### config.mk
export PLATFORM = sky130hd
export DESIGN_NAME = shop_user_table
export DESIGN_NICKNAME = d
export VERILOG_FILES = /design/src/rtl/shop_user_table.sv
export SDC_FILE = /design/constraint.sdc
export NUM_CORES = 1
export LEC_CHECK = 0
export ABC_AREA = 1
export CORE_MARGIN = 5
export CORE_UTILIZATION = 45
export CTS_CLUSTER_DIAMETER = 150
export CTS_CLUSTER_SIZE = 12
export DETAILED_ROUTE_END_ITERATION = 7
export PLACE_DENSITY = 0.64
export SETUP_SLACK_MARGIN = 0.4
export SYNTH_ARGS = -nofsm -noshare
export SYNTH_HDL_FRONTEND = slang
export SYNTH_SLANG_ARGS = --single-unit
### constraint.sdc
create_clock -name i_clk -period 4.3 [get_ports i_clk]
set_input_delay 1.29 -clock i_clk [delete_from_list [all_inputs] [get_ports i_clk]]
set_output_delay 1.29 -clock i_clk [all_outputs]
set_load 0.05 [all_outputs]
### src/rtl/shop_user_table.sv
// User store for the shop database: serves FIND/AUTH/ADD/DEL requests
// by scanning one slot per cycle, then committing the result.
module shop_user_table #(
  parameter int NAME_CHARS = 3,
  parameter int PASS_CHARS = 3,
  parameter int MAX_USERS  = 5,
  parameter logic [NAME_CHARS*8-1:0] ADMIN_USERNAME = "Adm",
  parameter logic [PASS_CHARS*8-1:0] ADMIN_PASSWORD = "123",
  localparam int NAME_BITS = NAME_CHARS*8,
  localparam int PASS_BITS = PASS_CHARS*8,
  localparam int IDX_BITS  = $clog2(MAX_USERS)
) (
  input  logic                 i_clk,
  input  logic                 i_reset_n,
  input  logic                 i_rdy,
  input  logic [1:0]           i_op,
  input  logic [NAME_BITS-1:0] i_name,
  input  logic [PASS_BITS-1:0] i_pass,
  input  logic [1:0]           i_perm,
  output logic                 o_busy,
  output logic                 o_done,
  output logic [2:0]           o_status,
  output logic [IDX_BITS-1:0]  o_idx,
  output logic [1:0]           o_perm,
  output logic [IDX_BITS:0]    o_count
);

  typedef enum logic [1:0] {S_IDLE, S_SCAN, S_COMMIT, S_DONE} state_e;

  localparam logic [1:0] OP_FIND = 2'd0, OP_AUTH = 2'd1, OP_ADD = 2'd2, OP_DEL = 2'd3;
  localparam logic [1:0] PERM_EMPTY = 2'd0, PERM_ADMIN = 2'd1;
  localparam logic [2:0] ST_OK = 3'd0, ST_NOT_FOUND = 3'd1, ST_BAD_PASS = 3'd2,
                         ST_TAKEN = 3'd3, ST_FULL = 3'd4, ST_BAD_PERM = 3'd5,
                         ST_PROTECTED = 3'd6;
  localparam logic [IDX_BITS:0] SCAN_END = (IDX_BITS+1)'(MAX_USERS);

  state_e state_q, state_d;

  logic [NAME_BITS-1:0] tbl_name_q [MAX_USERS];
  logic [PASS_BITS-1:0] tbl_pass_q [MAX_USERS];
  logic [1:0]           tbl_perm_q [MAX_USERS];
  logic [IDX_BITS:0]    count_q;

  logic [1:0]           req_op_q, req_perm_q;
  logic [NAME_BITS-1:0] req_name_q;
  logic [PASS_BITS-1:0] req_pass_q;

  // Slot reads are registered; the compare runs one cycle behind the scan index.
  logic [IDX_BITS:0]    scan_q;
  logic                 rd_vld_q;
  logic [IDX_BITS-1:0]  rd_idx_q;
  logic [NAME_BITS-1:0] rd_name_q;
  logic [PASS_BITS-1:0] rd_pass_q;
  logic [1:0]           rd_perm_q;

  logic                 hit_q, hit_pass_ok_q, free_q;
  logic [IDX_BITS-1:0]  hit_idx_q, free_idx_q;
  logic [1:0]           hit_perm_q;

  logic [2:0]           status_q, status_d;
  logic [IDX_BITS-1:0]  idx_q, idx_d;
  logic [1:0]           perm_q, perm_d;
  logic                 add_we, del_we;
  logic                 rd_occ, rd_match;

  assign rd_occ   = rd_vld_q && (rd_perm_q != PERM_EMPTY);
  assign rd_match = rd_occ && (rd_name_q == req_name_q);

  always_comb begin
    state_d = state_q;
    case (state_q)
      S_IDLE:   if (i_rdy) state_d = S_SCAN;
      S_SCAN:   if (scan_q == SCAN_END) state_d = S_COMMIT;
      S_COMMIT: state_d = S_DONE;
      S_DONE:   state_d = S_IDLE;
      default:  state_d = S_IDLE;
    endcase
  end

  always_ff @(posedge i_clk or negedge i_reset_n) begin
    if (!i_reset_n) state_q <= S_IDLE;
    else            state_q <= state_d;
  end

  // Result decision from the recorded scan outcome, in priority order.
  always_comb begin
    status_d = ST_OK;
    idx_d    = '0;
    perm_d   = PERM_EMPTY;
    add_we   = 1'b0;
    del_we   = 1'b0;
    case (req_op_q)
      OP_FIND: begin
        if (!hit_q) status_d = ST_NOT_FOUND;
        else begin idx_d = hit_idx_q; perm_d = hit_perm_q; end
      end
      OP_AUTH: begin
        if (!hit_q) status_d = ST_NOT_FOUND;
        else if (!hit_pass_ok_q) begin status_d = ST_BAD_PASS; idx_d = hit_idx_q; end
        else begin idx_d = hit_idx_q; perm_d = hit_perm_q; end
      end
      OP_ADD: begin
        if (hit_q) begin status_d = ST_TAKEN; idx_d = hit_idx_q; end
        else if (req_perm_q == PERM_EMPTY) status_d = ST_BAD_PERM;
        else if (!free_q) status_d = ST_FULL;
        else begin idx_d = free_idx_q; add_we = 1'b1; end
      end
      default: begin
        if (!hit_q) status_d = ST_NOT_FOUND;
        else if (hit_idx_q == '0) status_d = ST_PROTECTED;
        else begin idx_d = hit_idx_q; del_we = 1'b1; end
      end
    endcase
  end

  always_ff @(posedge i_clk or negedge i_reset_n) begin
    if (!i_reset_n) begin
      req_op_q <= '0; req_perm_q <= '0; req_name_q <= '0; req_pass_q <= '0;
      scan_q <= '0; rd_vld_q <= 1'b0; rd_idx_q <= '0;
      rd_name_q <= '0; rd_pass_q <= '0; rd_perm_q <= '0;
      hit_q <= 1'b0; hit_pass_ok_q <= 1'b0; hit_idx_q <= '0; hit_perm_q <= '0;
      free_q <= 1'b0; free_idx_q <= '0;
      status_q <= '0; idx_q <= '0; perm_q <= '0;
    end else begin
      case (state_q)
        S_IDLE: if (i_rdy) begin
          req_op_q <= i_op; req_name_q <= i_name;
          req_pass_q <= i_pass; req_perm_q <= i_perm;
          scan_q <= '0; rd_vld_q <= 1'b0;
          hit_q <= 1'b0; free_q <= 1'b0;
        end
        S_SCAN: begin
          scan_q   <= scan_q + 1'b1;
          rd_vld_q <= (scan_q != SCAN_END);
          if (scan_q != SCAN_END) begin
            rd_idx_q  <= scan_q[IDX_BITS-1:0];
            rd_name_q <= tbl_name_q[scan_q[IDX_BITS-1:0]];
            rd_pass_q <= tbl_pass_q[scan_q[IDX_BITS-1:0]];
            rd_perm_q <= tbl_perm_q[scan_q[IDX_BITS-1:0]];
          end
          if (rd_match && !hit_q) begin
            hit_q         <= 1'b1;
            hit_idx_q     <= rd_idx_q;
            hit_perm_q    <= rd_perm_q;
            hit_pass_ok_q <= (rd_pass_q == req_pass_q);
          end
          if (rd_vld_q && !rd_occ && !free_q) begin
            free_q     <= 1'b1;
            free_idx_q <= rd_idx_q;
          end
        end
        S_COMMIT: begin
          status_q <= status_d;
          idx_q    <= idx_d;
          perm_q   <= perm_d;
        end
        default: ;
      endcase
    end
  end

  always_ff @(posedge i_clk or negedge i_reset_n) begin
    if (!i_reset_n) begin
      tbl_name_q[0] <= ADMIN_USERNAME;
      tbl_pass_q[0] <= ADMIN_PASSWORD;
      tbl_perm_q[0] <= PERM_ADMIN;
      for (int i = 1; i < MAX_USERS; i++) begin
        tbl_name_q[i] <= '0;
        tbl_pass_q[i] <= '0;
        tbl_perm_q[i] <= PERM_EMPTY;
      end
      count_q <= (IDX_BITS+1)'(1);
    end else if (state_q == S_COMMIT) begin
      if (add_we) begin
        tbl_name_q[free_idx_q] <= req_name_q;
        tbl_pass_q[free_idx_q] <= req_pass_q;
        tbl_perm_q[free_idx_q] <= req_perm_q;
        count_q <= count_q + 1'b1;
      end else if (del_we) begin
        tbl_name_q[hit_idx_q] <= '0;
        tbl_pass_q[hit_idx_q] <= '0;
        tbl_perm_q[hit_idx_q] <= PERM_EMPTY;
        count_q <= count_q - 1'b1;
      end
    end
  end

  assign o_busy   = (state_q != S_IDLE);
  assign o_done   = (state_q == S_DONE);
  assign o_status = status_q;
  assign o_idx    = idx_q;
  assign o_perm   = perm_q;
  assign o_count  = count_q;

endmodule

==> reports/results.tsv, run 1 <==
stage	metric	value	unit
routing	ant_nets	0	
setup_path	r2r_slack	1180	ps
synthesis	synthDistinctLibCells	36	
synthesis	synth_edf_count	0	
cts	clock_sinks	385	
sta	fin_hold_ws	471	ps
global_routing	track_usage	22.4	%
sta	tightest_slew	1120	ps
sta	fin_setup_tns	0	ps
synthesis	yosys.area.top_type	dfrtp_1	
synthesis	synth_area	17900	um^2
sta	finalCritPeriodShare	79.9	%
sta	max_slew_margin	24.9	%
setup_path	worstSetupStartpointType	flop	
setup_path	crit_top_cell	inv_1	
place	pre_cts_ws	833	ps
cts	post_cts_resize_count	0	
finish	regArea	9670	um^2
setup_path	path_max_fanout	4	
floorplan	die_area	43800	um^2
finish	fin_util	50.8	%
hold_path	hold_start	tbl_pass_q[82]	
synthesis	synthTopCellsByArea	dfrtp_1 51%, nand2_1 14%, o21ai_0 8.2%	
cts	clk_pin_slew	60	ps
flow_run	maxCapViolCount	0	
setup_path	r2r_start	state_q[0]	
setup_path	setup.worst_path.start	state_q[0]	
sta	fin_skew	20.4	ps
floorplan	die-width	209	um
finish	multi_input_area	6670	um^2
floorplan	start_util	45.2	%
power_and_ir_drop	peakVddDrop	0.385	mV
floorplan	dieHeight	209	um
cts	cts_made_buffers	38	
hold_path	whs_endpoint	tbl_pass_q[82]	
sta	fmax	291	MHz
routing	drc_errors	0	
synthesis	syn-instance-count	2194	
cts	clock-root-buffer	clkbuf_16	
global_routing	grt_max_degree	86	
setup_path	path_cells	inv_1 > ha_1 > inv_1 > clkdlybuf4s50_1	
place	dp_hpwl	28300	um
hold_path	hold_path_class	flop to flop	
sta	rsz0062_at_grt	false	
sta	hold_viol	0	
finish	final_nets	2261	
sta	worst_slack	864	ps
setup_path	crit_required	3010	ps
routing	vias_per_cell	5.36	
finish	antennaDiodeCount	0	
floorplan	core	39500	um^2
run_status	status	completed	
setup_path	worst_path_largest_cell_delay	820	ps
place	routabilityCongestion	0.829	
synthesis	synth.most_common_cell	nand2_1	
setup_path	cp-end-kind	output port	
power_and_ir_drop	p_per_area	617	nW/um^2
setup_path	slowest_stage	clkdlybuf4s50_1	
setup_path	r2r_end	tbl_pass_q[9]	
cts	post-cts-setup-buffer-count	0	
cts	holdBufCountCts	0	
finish	syn_to_final_growth	12.3	%
global_routing	grt_pass1_wl	79400	um
cts	ctsHtreeMaxLevel	2	
setup_path	reg2reg_depth	10	
global_routing	antenna_found_initial	0	
cts	clockBufferDepth	3	
routing	wire_per_inst	18.1	um
setup_path	cp_data_arrival_time	2150	ps
synthesis	synth-seq-cells	385	
synthesis	synth_nets	2258	
routing	routed_wl	49800	um
synthesis	yosys.area.top_type_share	50.9	%
synthesis	avgSynthCellArea	8.14	um^2
routing	via_count	14700	
power_and_ir_drop	leakagePower	9.17	nW
routing	drtPass1Iterations	5	
synthesis	ys_seq_area_share	54.1	%
synthesis	synth_warnings	0	
floorplan	ios	69	
cts	tritoncts	built	
synthesis	async_flop_share	100	%
finish	fillCellCount	3752	
sta	setup_viol	0	
global_routing	grt_pass1_vias	14300	
sta	drv_slew	0	
global_routing	gr-total-overflow	0	
routing	drt_first_iter_violations	1337	
cts	clock_latency	540	ps
sta	fin_crit	3440	ps
setup_path	worstSetupPathType	flop to output port	
floorplan	rows	73	
synthesis	synthFlopType	dfrtp_1	
hold_path	holdPathStages	2	
synthesis	synth_top_cells_by_count	666 x nand2_1, 363 x dfrtp_1, 293 x o21ai_0, 254 x inv_1, 132 x nor2_1	
finish	drive_gt1_share	6.03	%
place	port_buffers	68	
power_and_ir_drop	total_power	12.4	mW
cell usage in the layout (no fill, tap or decap), types with 5 or more instances in the layout:
cell type | synthesis | routed
inv_2 | 4 | 6
o221ai_1 | 32 | 32
ha_1 | 9 | 9
xnor2_1 | 9 | 9
o32ai_1 | 18 | 18
o21ai_0 | 293 | 293
clkbuf_16 | 0 | 39
inv_1 | 254 | 251
clkbuf_1 | 75 | 25
clkdlybuf4s50_1 | 0 | 67
nor2_1 | 132 | 132
a21oi_1 | 99 | 99
dfrtp_1 | 363 | 361
mux2_2 | 14 | 14
nand2_1 | 666 | 666
buf_4 | 6 | 19
xor2_1 | 13 | 13
nor3_1 | 7 | 6
dfstp_2 | 22 | 22
buf_12 | 0 | 8
nand3_1 | 57 | 56
o21ai_1 | 36 | 35
nor2_4 | 4 | 5
final cells by class:
cell class,count,share of cell area [%]
clock buffers,64,5.34
clock inverters,2,0.0998
multi-input cells,1417,33.3
flip-flops and latches,385,48.2
well taps,525,3.28
repair buffers,95,4.93
inverters,260,4.90
per-layer routing:
metal | global-route usage (%) | vias to the layer above | part of all wire [%]
li1 | - | 6964 | -
met1 | 33.1 | 7212 | 46
met2 | 35.4 | 494 | 45
met3 | 3.17 | 70 | 6.6
met4 | 4.97 | 0 | 1.7
met5 | 0 | - | 0
where the power goes:
part | total, mW | switching (mW) | internal (mW)
clock | 3.10 | 1.40 | 1.70
sequential | 5.39 | 0.888 | 4.50
combinational | 3.88 | 2.58 | 1.30
total | 12.4 | 4.87 | 7.50
logic make-up (layout without fill, tap and decap cells):
kind of cell / count (synthesis) / in the layout / share of synthesized area, %
flip-flops: 385 / 385 / 54.1
adder cells (fa/ha/maj): 9 / 9 / 0.631
AND/OR/NAND/NOR: 881 / 881 / 19.4
buffers and inverters: 392 / 421 / 8.85
multiplexers: 14 / 14 / 0.883
AO/OA/AOI/OAI: 491 / 491 / 15.0
XOR/XNOR: 22 / 22 / 1.08
worst max-delay path: cells and delay by family (launching register included):
family,cells,cell delay (ps)
buffers and inverters,3,1030
DFF,1,370
adders and majority gates,1,220
worst max path at each step:
stage,depth (start not counted),slack (ps),end
after floorplan,6,1960,req_name_q[14]
after global placement,9,840,scan_q[3]
after detailed placement,9,830,scan_q[3]
after CTS,4,830,o_busy
after global routing,4,770,o_busy
final,4,860,o_busy
flip-flops by register name, summed over array words and instances, names as in the netlist:
signal,count
tbl_perm_q,10
rd_name_q,24
hit_q,1
req_perm_q,2
rd_perm_q,2
o_perm,2
free_idx_q,3
state_q,2
req_op_q,2
req_pass_q,24
o_status,3
o_idx,3
rd_idx_q,3
hit_idx_q,3
hit_pass_ok_q,1
scan_q,4
tbl_name_q,120
free_q,1
hit_perm_q,2
rd_pass_q,24
rd_vld_q,1
o_count,4
tbl_pass_q,120
req_name_q,24
stage by stage:
stage | std cells | cell area [um^2]
6_report | 2748 | 20100
5_1_grt | 2748 | 20100
4_1_cts | 2748 | 20100
3_5_place_dp | 2682 | 19000
3_3_place_gp | 2682 | 19000
2_1_floorplan | 2194 | 17900
No activity file was read; power rests on OpenSTA's default activity.
==> run 2, diff against run 1 <==
==> constraint.sdc (replaced) <==
create_clock -name i_clk -period 3.5 [get_ports i_clk]
set_input_delay 1.05 -clock i_clk [delete_from_list [all_inputs] [get_ports i_clk]]
set_output_delay 1.05 -clock i_clk [all_outputs]
set_load 0.05 [all_outputs]
==> run 2 against run 1 <==
Net effect:
- clock-buffer cell count shrank 5
- total power grew 23%
- largest power group unchanged
- clock skew grew 0.93 ps
- setup slack lost 320 ps
- critical path type unchanged
- combinational power grew 26%
- cell count grew 0.25%
- sequential power grew 22%
- first-iteration DRC count grew 4.0%
- via count grew 0.19%
==> reports/results.tsv, run 2 (same netlist as run 1, synthesis figures left out) <==
stage	metric	value	unit	change
routing	drc_errors	0		unchanged
routing	wire_per_inst	18.0	um	-0.86%
routing	drtPass1Iterations	8		+3
setup_path	path_max_fanout	4		unchanged
global_routing	grt_max_degree	82		-4.7%
finish	multi_input_area	6670	um^2	unchanged
finish	fillCellCount	3719		-0.88%
place	port_buffers	68		unchanged
setup_path	critical-path-top-delay-family	buffers and inverters		
sta	tightest_slew	1000	ps	-119 ps
finish	drive_gt1_share	6.50	%	+0.47 points
routing	drt_first_iter_violations	1390		+4.0%
finish	final_common_cell	nand2_1		
finish	reg_top3	tbl_name_q x120, tbl_pass_q x120		
setup_path	slowest_stage	clkdlybuf4s50_1		
finish	regArea	9670	um^2	unchanged
global_routing	grt_pass1_vias	14500		+1.6%
setup_path	worst_path_largest_cell_delay	810	ps	about the same
global_routing	gr-total-overflow	0		unchanged
global_routing	grt_pass1_wl	80100	um	+0.87%
power_and_ir_drop	peakVddDrop	0.320	mV	-17%
run_status	status	completed		
routing	ant_nets	0		unchanged
setup_path	worstSetupPathType	flop to output port		
routing	routed_wl	49500	um	-0.61%
cts	clock-root-buffer	clkbuf_16		
cts	clk_pin_slew	60	ps	about the same
sta	setup_viol	0		unchanged
setup_path	cp_data_arrival_time	1910	ps	-240 ps
global_routing	track_usage	22.5	%	+0.11 points
flow_run	maxCapViolCount	0		unchanged
place	dpl_cell_area	19100	um^2	+0.86%
finish	antennaDiodeCount	0		unchanged
cts	clock_sinks	385		unchanged
sta	fin_crit	2960	ps	
place	routabilityCongestion	0.815		-1.6%
setup_path	cp-end-kind	output port		
floorplan	die-width	209	um	unchanged
routing	via_count	14800		+0.19%
finish	syn_to_final_growth	13.1	%	
cts	ctsHtreeMaxLevel	2		unchanged
cts	tritoncts	built		
sta	hold_viol	0		unchanged
power_and_ir_drop	leakagePower	9.24	nW	+0.77%
sta	fmax	338	MHz	
power_and_ir_drop	p_per_area	754	nW/um^2	+22%
finish	final_cell_mix	666 x nand2_1, 361 x dfrtp_1, 293 x o21ai_0		
hold_path	hold_path_class	flop to flop		
setup_path	timing.critical_path.buf_inv	1		-2
finish	final_nets	2271		+0.44%
sta	max_slew_margin	33.2	%	+8.2 points
floorplan	dieHeight	209	um	unchanged
sta	rsz0062_at_grt	false		
finish	finalInstanceArea	20200	um^2	+0.73%
floorplan	ios	69		unchanged
cts	clockBufferDepth	3		unchanged
place	dp_hpwl	28500	um	+0.84%
floorplan	die_area	43800	um^2	unchanged
sta	finalCritPeriodShare	84.6	%	
floorplan	start_util	45.2	%	unchanged
setup_path	crit_required	2450	ps	-560 ps
setup_path	worstSetupStartpointType	flop		
setup_path	path_cells	clkdlybuf4s50_1		
cts	cts_made_buffers	38		unchanged
global_routing	antenna_found_initial	0		unchanged
floorplan	rows	73		unchanged
sta	fin_setup_tns	0	ps	unchanged
floorplan	core	39500	um^2	unchanged
cts	post-cts-setup-buffer-count	0		unchanged
cts	clock_latency	550	ps	about the same
sta	drv_slew	0		unchanged
sta	fin_skew	21.3	ps	+0.926 ps
routing	vias_per_cell	5.36		about the same
run 2: cell count changes in the layout (fill, tap and decap cells not counted):
cell and delta:
buf_12 +7, clkbuf_1 -4, buf_4 +3, clkbuf_16 -1, clkdlybuf4s50_1 -1, clkinv_8 +1
dlygate4sd2_1 +1, inv_6 +1
run 2: power breakdown:
group	switching, mW	internal (mW)	total, mW
clock network	1.72	2.03	3.76
logic	3.24	1.65	4.89
registers	1.04	5.54	6.58
total	6.00	9.22	15.2
run 2: layout make-up:
class / instances / area share (%)
well taps: 525 / 3.25
flip-flops and latches: 385 / 47.9
inverters: 260 / 4.86
clock inverters: 4 / 0.223
multi-input cells: 1417 / 33.0
clock buffers: 59 / 5.10
repair buffers: 105 / 5.69
run 2: worst register-to-register path, delay by kind of cell, from the launching register on:
family	cells	cell delay [ps]
fa+ha+maj	1	330
simple gates	4	440
compound gates	2	380
flops	1	400
buf+inv	3	850
run 2: worst paths after layout:
check	startpoint	endpoint	slack [ps]	cells past startpoint
worst min register to register	tbl_pass_q[87]	tbl_pass_q[87]	470	2
min in group asynchronous	i_reset_n	tbl_pass_q[3]	480	1
worst max-delay path	o_count[0]	o_count[0]	540	1
max in group asynchronous	i_reset_n	tbl_pass_q[105]	2180	2
worst min-delay path	tbl_pass_q[87]	tbl_pass_q[87]	470	2
worst max register to register	state_q[0]	tbl_name_q[28]	960	10
run 2: per-layer routing:
layer,global-route usage [%],routed length (um),vias up
met4,6.30,1130,0
li1,-,-,6999
met1,33.0,22800,7223
met3,3.62,2940,85
met5,0,0,-
met2,34.8,22600,461
run 2: stage by stage:
| stage | hold slack (ps) | setup slack, ps | instances | power [mW] | utilization (%) |
|---|---|---|---|---|---|
| detailed placement | 460 | 866 | 2692 | 11.5 | 48.5 |
| CTS | 476 | 514 | 2755 | 15.3 | 51.2 |
| global route | 495 | 494 | 2755 | 16.2 | 51.2 |
| floorplan | 436 | 1340 | 2194 | 9.72 | - |
| global placement | 456 | 902 | 2692 | 11.3 | 48.5 |
| finish | 473 | 540 | 2755 | 15.2 | 51.2 |
run 2: what timing repair did:
item	in CTS	in global routing
endpoints found under the setup margin	1	0
resized for setup	1	0
hold buffers	0	0
